--- src/rtl/alu_cmd_deserializer.sv ---
// Serial command receiver: decodes 11-bit frames into {B, A, opcode} and
// validates framing, byte count, CRC4 and opcode before presenting a command or an error.
module alu_cmd_deserializer (
  input  logic        clk,
  input  logic        rst,
  input  logic        sin,
  output logic        cmd_valid,
  output logic [31:0] A,
  output logic [31:0] B,
  output logic [2:0]  opcode,
  output logic        err_valid,
  output logic [2:0]  err_flags
);

  localparam int unsigned BIT_W = 4;
  localparam int unsigned CNT_W = 4;

  localparam logic [BIT_W-1:0] TYPE_BIT  = 4'd1;
  localparam logic [BIT_W-1:0] PAY_FIRST = 4'd2;
  localparam logic [BIT_W-1:0] PAY_LAST  = 4'd9;
  localparam logic [BIT_W-1:0] STOP_BIT  = 4'd10;
  localparam logic [CNT_W-1:0] FULL_CNT  = 4'd8;

  localparam logic [1:0] S_IDLE  = 2'd0;
  localparam logic [1:0] S_BITS  = 2'd1;
  localparam logic [1:0] S_DONE  = 2'd2;
  localparam logic [1:0] S_FLUSH = 2'd3;

  localparam logic [2:0] F_DATA = 3'b100;
  localparam logic [2:0] F_CRC  = 3'b010;
  localparam logic [2:0] F_OP   = 3'b001;

  logic [1:0]       state, state_nxt;
  logic [BIT_W-1:0] bit_cnt;
  logic             frame_type;
  logic [6:0]       pay;
  logic [CNT_W-1:0] byte_cnt;
  logic [3:0]       crc_run;
  logic [63:0]      data_sr;

  logic             stop_edge_c;
  logic             in_payload_c;
  logic             start_c;
  logic             ev_cmd_c;
  logic             ev_err_c;
  logic [2:0]       ev_flags_c;
  logic [3:0]       crc_calc_c;

  // One MSB-first step of CRC4 with polynomial x^4+x+1.
  function automatic logic [3:0] crc_step(input logic [3:0] c, input logic d);
    logic fb;
    fb = c[3] ^ d;
    return {c[2], c[1], c[0] ^ fb, fb};
  endfunction

  always_ff @(posedge clk or posedge rst) begin
    if (rst) state <= S_IDLE;
    else     state <= state_nxt;
  end

  // DONE behaves like IDLE so a start bit right after a stop bit is accepted.
  always_comb begin
    state_nxt = state;
    case (state)
      S_IDLE, S_DONE: state_nxt = sin ? S_IDLE : S_BITS;
      S_BITS:         if (bit_cnt == STOP_BIT) state_nxt = sin ? S_DONE : S_FLUSH;
      S_FLUSH:        if (sin) state_nxt = S_IDLE;
      default:        state_nxt = S_IDLE;
    endcase
  end

  // Frame evaluation happens on the edge that samples the stop bit.
  always_comb begin
    stop_edge_c  = (state == S_BITS) && (bit_cnt == STOP_BIT);
    in_payload_c = (state == S_BITS) && (bit_cnt >= PAY_FIRST) && (bit_cnt <= PAY_LAST);
    start_c      = ((state == S_IDLE) || (state == S_DONE)) && !sin;
    // Finish the running data CRC with the marker bit and the received opcode.
    crc_calc_c   = crc_step(crc_step(crc_step(crc_step(crc_run, 1'b1), pay[6]), pay[5]), pay[4]);
    ev_cmd_c     = 1'b0;
    ev_err_c     = 1'b0;
    ev_flags_c   = 3'b000;
    if (stop_edge_c) begin
      if (!sin) begin
        ev_err_c   = 1'b1;
        ev_flags_c = F_DATA;
      end else if (!frame_type) begin
        if (byte_cnt == FULL_CNT) begin
          ev_err_c   = 1'b1;
          ev_flags_c = F_DATA;
        end
      end else if (byte_cnt != FULL_CNT) begin
        ev_err_c   = 1'b1;
        ev_flags_c = F_DATA;
      end else if (crc_calc_c != pay[3:0]) begin
        ev_err_c   = 1'b1;
        ev_flags_c = F_CRC;
      end else if (pay[5]) begin
        // Legal opcodes 000/001/100/101 all have bit 1 clear.
        ev_err_c   = 1'b1;
        ev_flags_c = F_OP;
      end else begin
        ev_cmd_c   = 1'b1;
      end
    end
  end

  always_ff @(posedge clk or posedge rst) begin
    if (rst) begin
      bit_cnt    <= '0;
      frame_type <= 1'b0;
      pay        <= '0;
      byte_cnt   <= '0;
      crc_run    <= '0;
      data_sr    <= '0;
    end else begin
      if (start_c)                 bit_cnt <= TYPE_BIT;
      else if (state == S_BITS)    bit_cnt <= bit_cnt + BIT_W'(1);
      if ((state == S_BITS) && (bit_cnt == TYPE_BIT)) frame_type <= sin;
      if (in_payload_c) begin
        pay <= {pay[5:0], sin};
        if (!frame_type) begin
          data_sr <= {data_sr[62:0], sin};
          crc_run <= crc_step(crc_run, sin);
        end
      end
      if (stop_edge_c) begin
        if (ev_err_c || frame_type) begin
          byte_cnt <= '0;
          crc_run  <= '0;
        end else begin
          byte_cnt <= byte_cnt + CNT_W'(1);
        end
      end
    end
  end

  always_ff @(posedge clk or posedge rst) begin
    if (rst) begin
      cmd_valid <= 1'b0;
      err_valid <= 1'b0;
      err_flags <= 3'b000;
      A         <= '0;
      B         <= '0;
      opcode    <= 3'b000;
    end else begin
      cmd_valid <= ev_cmd_c;
      err_valid <= ev_err_c;
      if (ev_err_c) err_flags <= ev_flags_c;
      if (ev_cmd_c) begin
        A      <= data_sr[31:0];
        B      <= data_sr[63:32];
        opcode <= pay[6:4];
      end
    end
  end

endmodule

--- config.mk ---
export PLATFORM = sky130hd
export DESIGN_NAME = alu_cmd_deserializer
export DESIGN_NICKNAME = d
export VERILOG_FILES = /design/src/rtl/alu_cmd_deserializer.sv
export SDC_FILE = /design/constraint.sdc
export NUM_CORES = 1
export LEC_CHECK = 0
export ABC_AREA = 1
export ABC_CLOCK_PERIOD_IN_PS = 4100
export BUFFER_PORTS_ARGS = -buffer_cell sky130_fd_sc_hd__buf_2
export CORE_MARGIN = 4
export CORE_UTILIZATION = 30
export CTS_CLUSTER_SIZE = 24
export DETAILED_ROUTE_END_ITERATION = 10
export HOLD_SLACK_MARGIN = 0.03
export SYNTH_ARGS = -nofsm -noshare
export SYNTH_HDL_FRONTEND = slang
export SYNTH_SLANG_ARGS = --single-unit
--- constraint.sdc ---
create_clock -name clk -period 4.1 [get_ports clk]
set_input_delay 0.205 -clock clk [delete_from_list [all_inputs] [get_ports clk]]
set_output_delay 0.205 -clock clk [all_outputs]
set_load 0.01 [all_outputs]
== Word-level counts from Yosys, hierarchy flattened ==
Cells that the tools add are included.
Operators by class
  $add $sub $neg: 2
  order comparisons: 2
  equality and inequality tests: 10
  multiplexer cells: 32
  bitwise operators: 11
  reduce and logical (&&, ||, !) cells: 13
Operators with widths (number)
  2-to-1 mux 4 bit: 7
  2-to-1 mux 1 bit: 16
  2-to-1 mux 3 bit: 5
  XOR 1 bit: 9
  adder 4 x 1 -> 4 bit (second input constant): 2
  == test 4 bit (second input constant): 2
  2-to-1 mux 2 bit: 3
  one-hot mux 2 bit (3 select lines): 1
  logical AND 1 bit: 5
  == test 2 bit (second input constant): 2
  == test 4 x 1 -> 1 bit (second input constant): 1
  greater-or-equal comparator 4 x 2 -> 1 bit (second input constant): 1
  less-or-equal comparator 4 bit (second input constant): 1
  inequality test 4 bit: 1
  inequality test 4 bit (second input constant): 1
  AND reduction 2 bit: 2
  == test 2 x 1 -> 1 bit (second input constant): 1
  logical NOT 2 bit: 1
  logical OR 1 bit: 2
  inequality test 2 x 1 -> 1 bit (second input constant): 1
  inequality test 2 bit (second input constant): 1
  NOT 1 bit: 2
  nonzero test 2 bit: 1
  OR reduction 2 bit: 1
  logical NOT 1 bit: 1
Word-level totals
  register bits: 158
  bits of input ports: 3
  output and inout port bits: 72
  logic and storage cells: 83

== Depth between registers and ports, before layout ==
Gate-level depths: netlist (run 1).
  depth in word-level cells: 13
  gate-level depth with buffers: 14
  mapped depth without buffers: 13

== Worst setup path after synthesis (run 1) ==
OpenSTA, ideal clock, no wires.
  path kind: register -> register
  from: register bit_cnt[0]
  to: register A[0]
  setup time: 0.130 ns
  data arrival time: 1.583 ns
  data required time: 3.970 ns
  slack: 2.386 ns
  cell stages (with the launch flop): 12
  path buffers: 2
  period minus slack after synthesis: 1.714 ns
  cells stage by stage: dfrtp_1 inv_1 ha_1 inv_1 nor3_1 nand2_1 nor2_2 nand2_4 buf_6 buf_6 nand2_1 o21ai_1
Between the ends
  cells in the longest elaborated chain, start to end: 3
RTL lines
  from (decl): line 34  | logic [BIT_W-1:0] bit_cnt;
  from (signal assigned): line 117  | else if (state == S_BITS) bit_cnt <= bit_cnt + BIT_W'(1);
  == test 4 bit: line 74  | stop_edge_c = (state == S_BITS) && (bit_cnt == STOP_BIT);
  logical AND 1 bit: line 74
  2-to-1 mux 1 bit: line 82  | if (stop_edge_c) begin
  to (signal assigned): line 150  | A <= data_sr[31:0];
  to (decl): line 8  | output logic [31:0] A,
No other way between the ends.
A chain may end at the register's enable or synchronous reset.

== Final worst setup path (run 1) ==
  from: register bit_cnt[1]
  to: register crc_run[3]
Between the ends
  cells in the longest elaborated chain, start to end: 6
  elaborated cells on any way between the ends: 11
  classes of those cells: order compare: 2; eq/ne: 1; mux: 4; reduce/logical: 4
RTL lines
  greater-or-equal comparator 4 x 2 -> 1 bit / == test 4 bit (equally long branches): line 75, 74
  logical AND 1 bit (on tied branches): line 75, 74
  logical AND 1 bit / 2-to-1 mux 1 bit (equally long branches): line 75, 82
  2-to-1 mux 4 bit / logical OR 1 bit (equally long branches): line 119, 127
  2-to-1 mux 4 bit: line 127  | if (ev_err_c || frame_type) begin
  2-to-1 mux 4 bit *: line 126  | if (stop_edge_c) begin
  to (signal assigned): line 123  | crc_run <= crc_step(crc_run, sin);
  to (decl): line 38  | logic [3:0] crc_run;
Mark *: on every way between the ends. The rest lies on a longest branch, timed or not.

==> results of run 1 <==
worst min path at each step:
stage                       startpoint               endpoint  slack (ps)  cells past startpoint
5_1_grt                            rst       A[7]$_DFFE_PP0P_         100                      3
2_1_floorplan  data_sr[63]$_DFFE_PP0P_      B[31]$_DFFE_PP0P_         440                      2
6_report                           rst       A[9]$_DFFE_PP0P_          30                      3
3_3_place_gp     opcode[1]$_DFFE_PP0P_  opcode[1]$_DFFE_PP0P_         440                      2
4_1_cts                            rst      A[10]$_DFFE_PP0P_          70                      3
3_5_place_dp     opcode[1]$_DFFE_PP0P_  opcode[1]$_DFFE_PP0P_         450                      2
metal layers:
layer / track usage (%) / vias up / wire [µm]
li1: - / 2231 / -
met1: 14.6 / 2068 / 5820
met2: 16.1 / 69 / 5530
met3: 3.95 / 20 / 665
met4: 4.79 / 0 / 244
met5: 0 / - / 0
worst min-delay path, stage by stage:
cell and delay (ps):
buf_2 110, clkinvlp_4 70, buf_12 590
power groups by stage:
stage | clock [mW] | combinational [mW] | sequential, mW
floorplan | 0 | 0.961 | 1.88
global placement | 0 | 1.11 | 1.91
detailed placement | 0 | 1.13 | 1.92
CTS | 1.50 | 1.14 | 1.89
global route | 1.56 | 1.31 | 1.92
finish | 1.45 | 1.12 | 1.89
synthesized netlist by cell type:
master      n  area share [%]
a21oi_1     8            0.62
a31oi_1     1           0.097
buf_2       8            0.62
buf_4       7            0.82
buf_6      10             1.8
clkbuf_1    5            0.29
clkinv_2    1           0.078
dfrtp_1   158              62
ha_1        6             1.2
inv_1      89             5.2
inv_2       2            0.12
nand2_1   183              11
nand2_4     1            0.18
nand3_1    11            0.86
nand3_2     5            0.78
nand3b_1    1            0.12
nand4_1     3            0.29
nor2_1     13            0.76
nor2_2      2            0.19
nor3_1      1           0.078
o21ai_0    79             6.2
o21ai_1    37             2.9
o21ai_2    26             3.5
o22ai_1     2            0.19
or2_4       1            0.14
xnor2_1     3            0.41
xor2_1      3            0.41
kinds of logic (layout without fill, tap and decap cells):
kind of cell	after synthesis	count (layout)	synth area share, %
flops	158	158	61.6
simple gates	221	221	14.1
fa+ha+maj	6	6	1.17
buf+inv	122	202	8.88
compound gates	153	153	13.5
xor+xnor	6	6	0.818
stage by stage:
| stage | area, µm² | setup slack, ps | utilization [%] | hold WS [ps] |
|---|---|---|---|---|
| finish | 7530 | 1500 | 35.8 | 29.8 |
| global route | 7530 | 1130 | 35.8 | 99.3 |
| detailed placement | 6990 | 1500 | 33.2 | 447 |
| floorplan | 6430 | 1890 | - | 442 |
| CTS | 7530 | 1460 | 35.8 | 74.5 |
| global placement | 6990 | 1550 | 33.2 | 444 |
layout make-up:
type                    count  area [µm²]
fillers                  2138       13500
flip-flops and latches    158        3950
multi-input cells         386        1910
repair buffers             79         433
clock buffers              18         429
inverters                  92         350
well taps                 275         344
clock inverters            13         110
sequential cells by signal, summed over array words and instances (netlist names):
signal / flops
err_flags: 3
frame_type: 1
crc_run: 4
cmd_valid: 1
opcode: 3
byte_cnt: 4
pay: 7
state: 2
B: 32
err_valid: 1
bit_cnt: 4
data_sr: 64
A: 32
==> metrics.yaml, run 1 <==
syn-instance-count: 666
layout_commonest_cell: "nand2_1"
finalSetupTns_ps: 0
clkLatencyLatePin_ps: 430
power.switching_mw: 1.60
dp_hpwl_mm: 7.78
drtPass1Iterations: 7
grt_usage_pct: 11.0
die-area_um2: 23800
postCtsSetupRepairBufs: 0
drt-vias-per-instance: 4.30
hold_class: "in2async"
cpMaxStageDelayCell: "nor2_4"
drt-initial-drc-count: 189
slew_viol_final: 0
rsz0062_at_grt: "no"
port_buffers: 74
crit_top_cell: "nand2_1"
yosys_warnings: 0
slowest_delay_ps: 740
worst_slew_pin_slew_ps: 859
r2r_end: "crc_run[3]$_DFF_PP0_"
endpoint: "crc_run[3]$_DFF_PP0_"
period_share_pct: 63.4
grt_max_degree: 159
rrSetupSlack_ps: 1500
postSynthRegisterBits: 158
cts_buffers: 17
crit_cells: 9
reg2regPathDepth: 9
num_rows: 53
cts_max_path_buffers: 2
layout_common_cells: "183 x nand2_1, 158 x dfrtp_1, 88 x inv_1, 79 x o21ai_0, 74 x buf_2"
status: "finished clean"
place_congestion: 0.740
synthesis.area_um2: 6420
initial_core_util_pct: 30.6
finalHoldViolations: 0
grt-ovfl-total: 0
cts_tree: "built"
dp_cells: 990
max_freq_mhz: 385
startpoint: "bit_cnt[1]$_DFFE_PP0P_"
path_cells: "inv_1 -> ha_1 -> o21ai_0 -> nand2_1 -> nand3_2 -> nor2_4 -> buf_4 -> nand2_1 -> a21oi_1"
drive_above_1_share_pct: 20.0
dieHeight_um: 154
post_drt_wl_per_cell_um: 12.0
required_ps: 4440
combPwrFrac_pct: 25.1
ys_types: 27
layout_min_cycle_time_ps: 2600
nNetsFinal: 743
num_antenna_cells: 0
post_cts_resized: 0
core_area_um2: 21000
drc: 0
numClockSinks: 158
antenna_found_initial: 0
vias: 4388
power_frac_clock_pct: 32.5
syn_nets: 675
timing.critical_path.fanout_max: 45
grt_pass1_wl_mm: 21.2
r2r_start: "bit_cnt[1]$_DFFE_PP0P_"
startpoint_type: "flip-flop"
clk_pin_slew_ps: 70
grt_pass1_vias: 4298
end_kind: "flip-flop"
switching_share_pct: 35.9
max_slew_margin_pct: 42.6
cap_violations: 0
ys_seq_area_share_pct: 61.6
p_leak_nw: 3.66
path_class: "reg2reg"
crit_family: "simple AND/OR/NAND/NOR gates"
critPathBufInv: 2
internal_power_mw: 2.85
cts_root_buffer: "clkbuf_16"
ir_worst_vdd_uv: 289
ant_nets: 0
hold_buffers: 0
fin_cells: 1021
seqPwrFrac_pct: 42.4
die_width_um: 154
power_density_nw_per_um2: 592
drt-total-wl_mm: 12.3
syn_area_per_cell_um2: 9.65
setup_viol: 0
finalClockSkew_ps: 15.0
io_pins: 75
synthToLayoutAreaGrowth_pct: 17.2
power.total_mw: 4.45
cp.arrival_ps: 2940
htree_num_levels: 4
No activity file was read; power rests on OpenSTA's default activity.
==> inputs of run 2 (changes only) <==
--- a/config.mk
+++ b/config.mk
@@ -6,7 +6,7 @@
 export NUM_CORES = 1
 export LEC_CHECK = 0
 export ABC_AREA = 1
-export ABC_CLOCK_PERIOD_IN_PS = 4100
+export ABC_CLOCK_PERIOD_IN_PS = 2500
 export BUFFER_PORTS_ARGS = -buffer_cell sky130_fd_sc_hd__buf_2
 export CORE_MARGIN = 4
 export CORE_UTILIZATION = 30
==> constraint.sdc (replaced) <==
create_clock -name clk -period 2.5 [get_ports clk]
set_input_delay 0.125 -clock clk [delete_from_list [all_inputs] [get_ports clk]]
set_output_delay 0.125 -clock clk [all_outputs]
set_load 0.01 [all_outputs]
==> run 2 against run 1 <==
Critical path depth is 1 higher. Non-clock buffer count is 5 higher. Register-to-register slack worse by 1100 ps. Setup slack worse by 1100 ps. Cell area is 1.5% higher. Worst hold slack better by 100 ps. Sequential power is 64% higher. Fmax is 22% higher. Global-route usage hardly changed. Largest power group unchanged. Highest routed layer unchanged.
==> metrics.yaml, run 2 (synthesis gave the netlist of run 1 again) <==
power.total_mw: 7.55
p_leak_nw: 3.73
clk_pin_slew_ps: 60
grt_usage_pct: 10.9
cts_tree: "built"
layout_min_cycle_time_ps: 2130
drc: 0
finalSetupTns_ps: 0
largest_reg_flops: 64
path_class: "reg2reg"
utilization_pct: 36.4
htree_num_levels: 4
cp.arrival_ps: 2430
initial_core_util_pct: 30.6
cts_max_path_buffers: 2
path_cells: "inv_1 -> ha_1 -> inv_1 -> nor3_1 -> nand2_1 -> nor2_2 -> nand2_4 -> buf_12 -> nand2_1 -> o21ai_2"
io_pins: 75
dieHeight_um: 154
startpoint_type: "flip-flop"
antenna_found_initial: 0
slew_viol_final: 0
met3WireLength_um: 612
num_antenna_cells: 0
core_area_um2: 21000
clkLatencyLatePin_ps: 420
end_kind: "flip-flop"
synthToLayoutAreaGrowth_pct: 19.0
dr_wl_met2_mm: 5.38
cts_root_buffer: "clkbuf_16"
die_width_um: 154
ant_nets: 0
port_buffers: 74
setup_viol: 0
hold_class: "in2async"
place_congestion: 0.754
layout_common_cells: "183 x nand2_1, 158 x dfrtp_1, 88 x inv_1, 79 x o21ai_0, 74 x buf_2"
regMostFlops: "data_sr"
cts_buffers: 17
grt_pass1_vias: 4256
num_rows: 53
period_share_pct: 85.2
drt-initial-drc-count: 256
drt-vias-per-instance: 4.26
max_freq_mhz: 469
drtPass1Iterations: 4
grt-ovfl-total: 0
die-area_um2: 23800
grt_max_degree: 66
finalClockSkew_ps: 9.33
postCtsSetupRepairBufs: 0
ir_worst_vdd_uv: 548
worst_slack_ps: 370
dp_slack_ps: 421
dp_cells: 993
fin_cells: 1026
vias: 4373
dp_hpwl_mm: 8.14
wl_met1_mm: 5.78
drt-total-wl_mm: 12.0
slowest_delay_ps: 400
max_slew_margin_pct: 51.6
topRoutingLayerUsed: "met4"
required_ps: 2800
status: "finished clean"
post_drt_wl_per_cell_um: 11.7
rsz0062_at_grt: "no"
drive_above_1_share_pct: 20.1
fillers: 2146
timing.critical_path.fanout_max: 63
worst_slew_pin_slew_ps: 725
power_density_nw_per_um2: 988
finalHoldViolations: 0
top_regs: "data_sr x64, A x32, B x32"
nNetsFinal: 748
layout_commonest_cell: "nand2_1"
cpMaxStageDelayCell: "dfrtp_1"
grt_pass1_wl_mm: 21.2
numClockSinks: 158
cap_violations: 0
## run 2: layout make-up
class	instances	area (µm²)	area share [%]
clock buffers	21	460	6.02
multi-input cells	386	1910	25.0
well taps	275	344	4.50
clock inverters	10	139	1.82
repair buffers	84	488	6.39
inverters	92	350	4.58
flip-flops and latches	158	3950	51.7
## run 2: through the flow
step	instance area [µm²]	hold slack, ps
floorplan	6430	414
global placement	7020	13.9
detailed placement	7020	14.7
CTS	7640	112
global route	7640	129
finish	7640	131
## run 2: what timing repair did
item	4_1_cts	5_1_grt
hold buffers	2	0
resized for setup	0	0
hold endpoints to repair	109	0
## run 2: path summary, 6_finish.rpt
check	endpoint	startpoint	depth (start not counted)	slack [ps]
max	B[4]$_DFFE_PP0P_	bit_cnt[0]$_DFFE_PP0P_	10	370
min	data_sr[7]$_DFFE_PP0P_	rst	3	130
max reg2reg	B[4]$_DFFE_PP0P_	bit_cnt[0]$_DFFE_PP0P_	10	370
min reg2reg	opcode[1]$_DFFE_PP0P_	opcode[1]$_DFFE_PP0P_	2	460
max in group asynchronous	B[6]$_DFFE_PP0P_	rst	4	1470
min in group clk	opcode[1]$_DFFE_PP0P_	opcode[1]$_DFFE_PP0P_	2	460
## run 2: where the power goes
group,switching [mW],internal [mW],total (mW)
Clock,1.00,1.62,2.62
Combinational,1.28,0.556,1.84
Sequential,0.232,2.86,3.10
Total,2.52,5.04,7.55
## run 2: worst max-delay path, delay by kind of cell (launching register included)
kind | cells | cell delay, ps
AND/OR/NAND/NOR | 5 | 900
buffers and inverters | 3 | 420
flip-flops | 1 | 400
adder cells (fa/ha/maj) | 1 | 170
AO/OA/AOI/OAI | 1 | 50
## run 2: routing by layer
metal,GRT usage (%),vias to the layer above
met3,3.58,15
met4,4.29,0
met2,16.7,58
met1,14.4,2058
met5,0,-
li1,-,2242
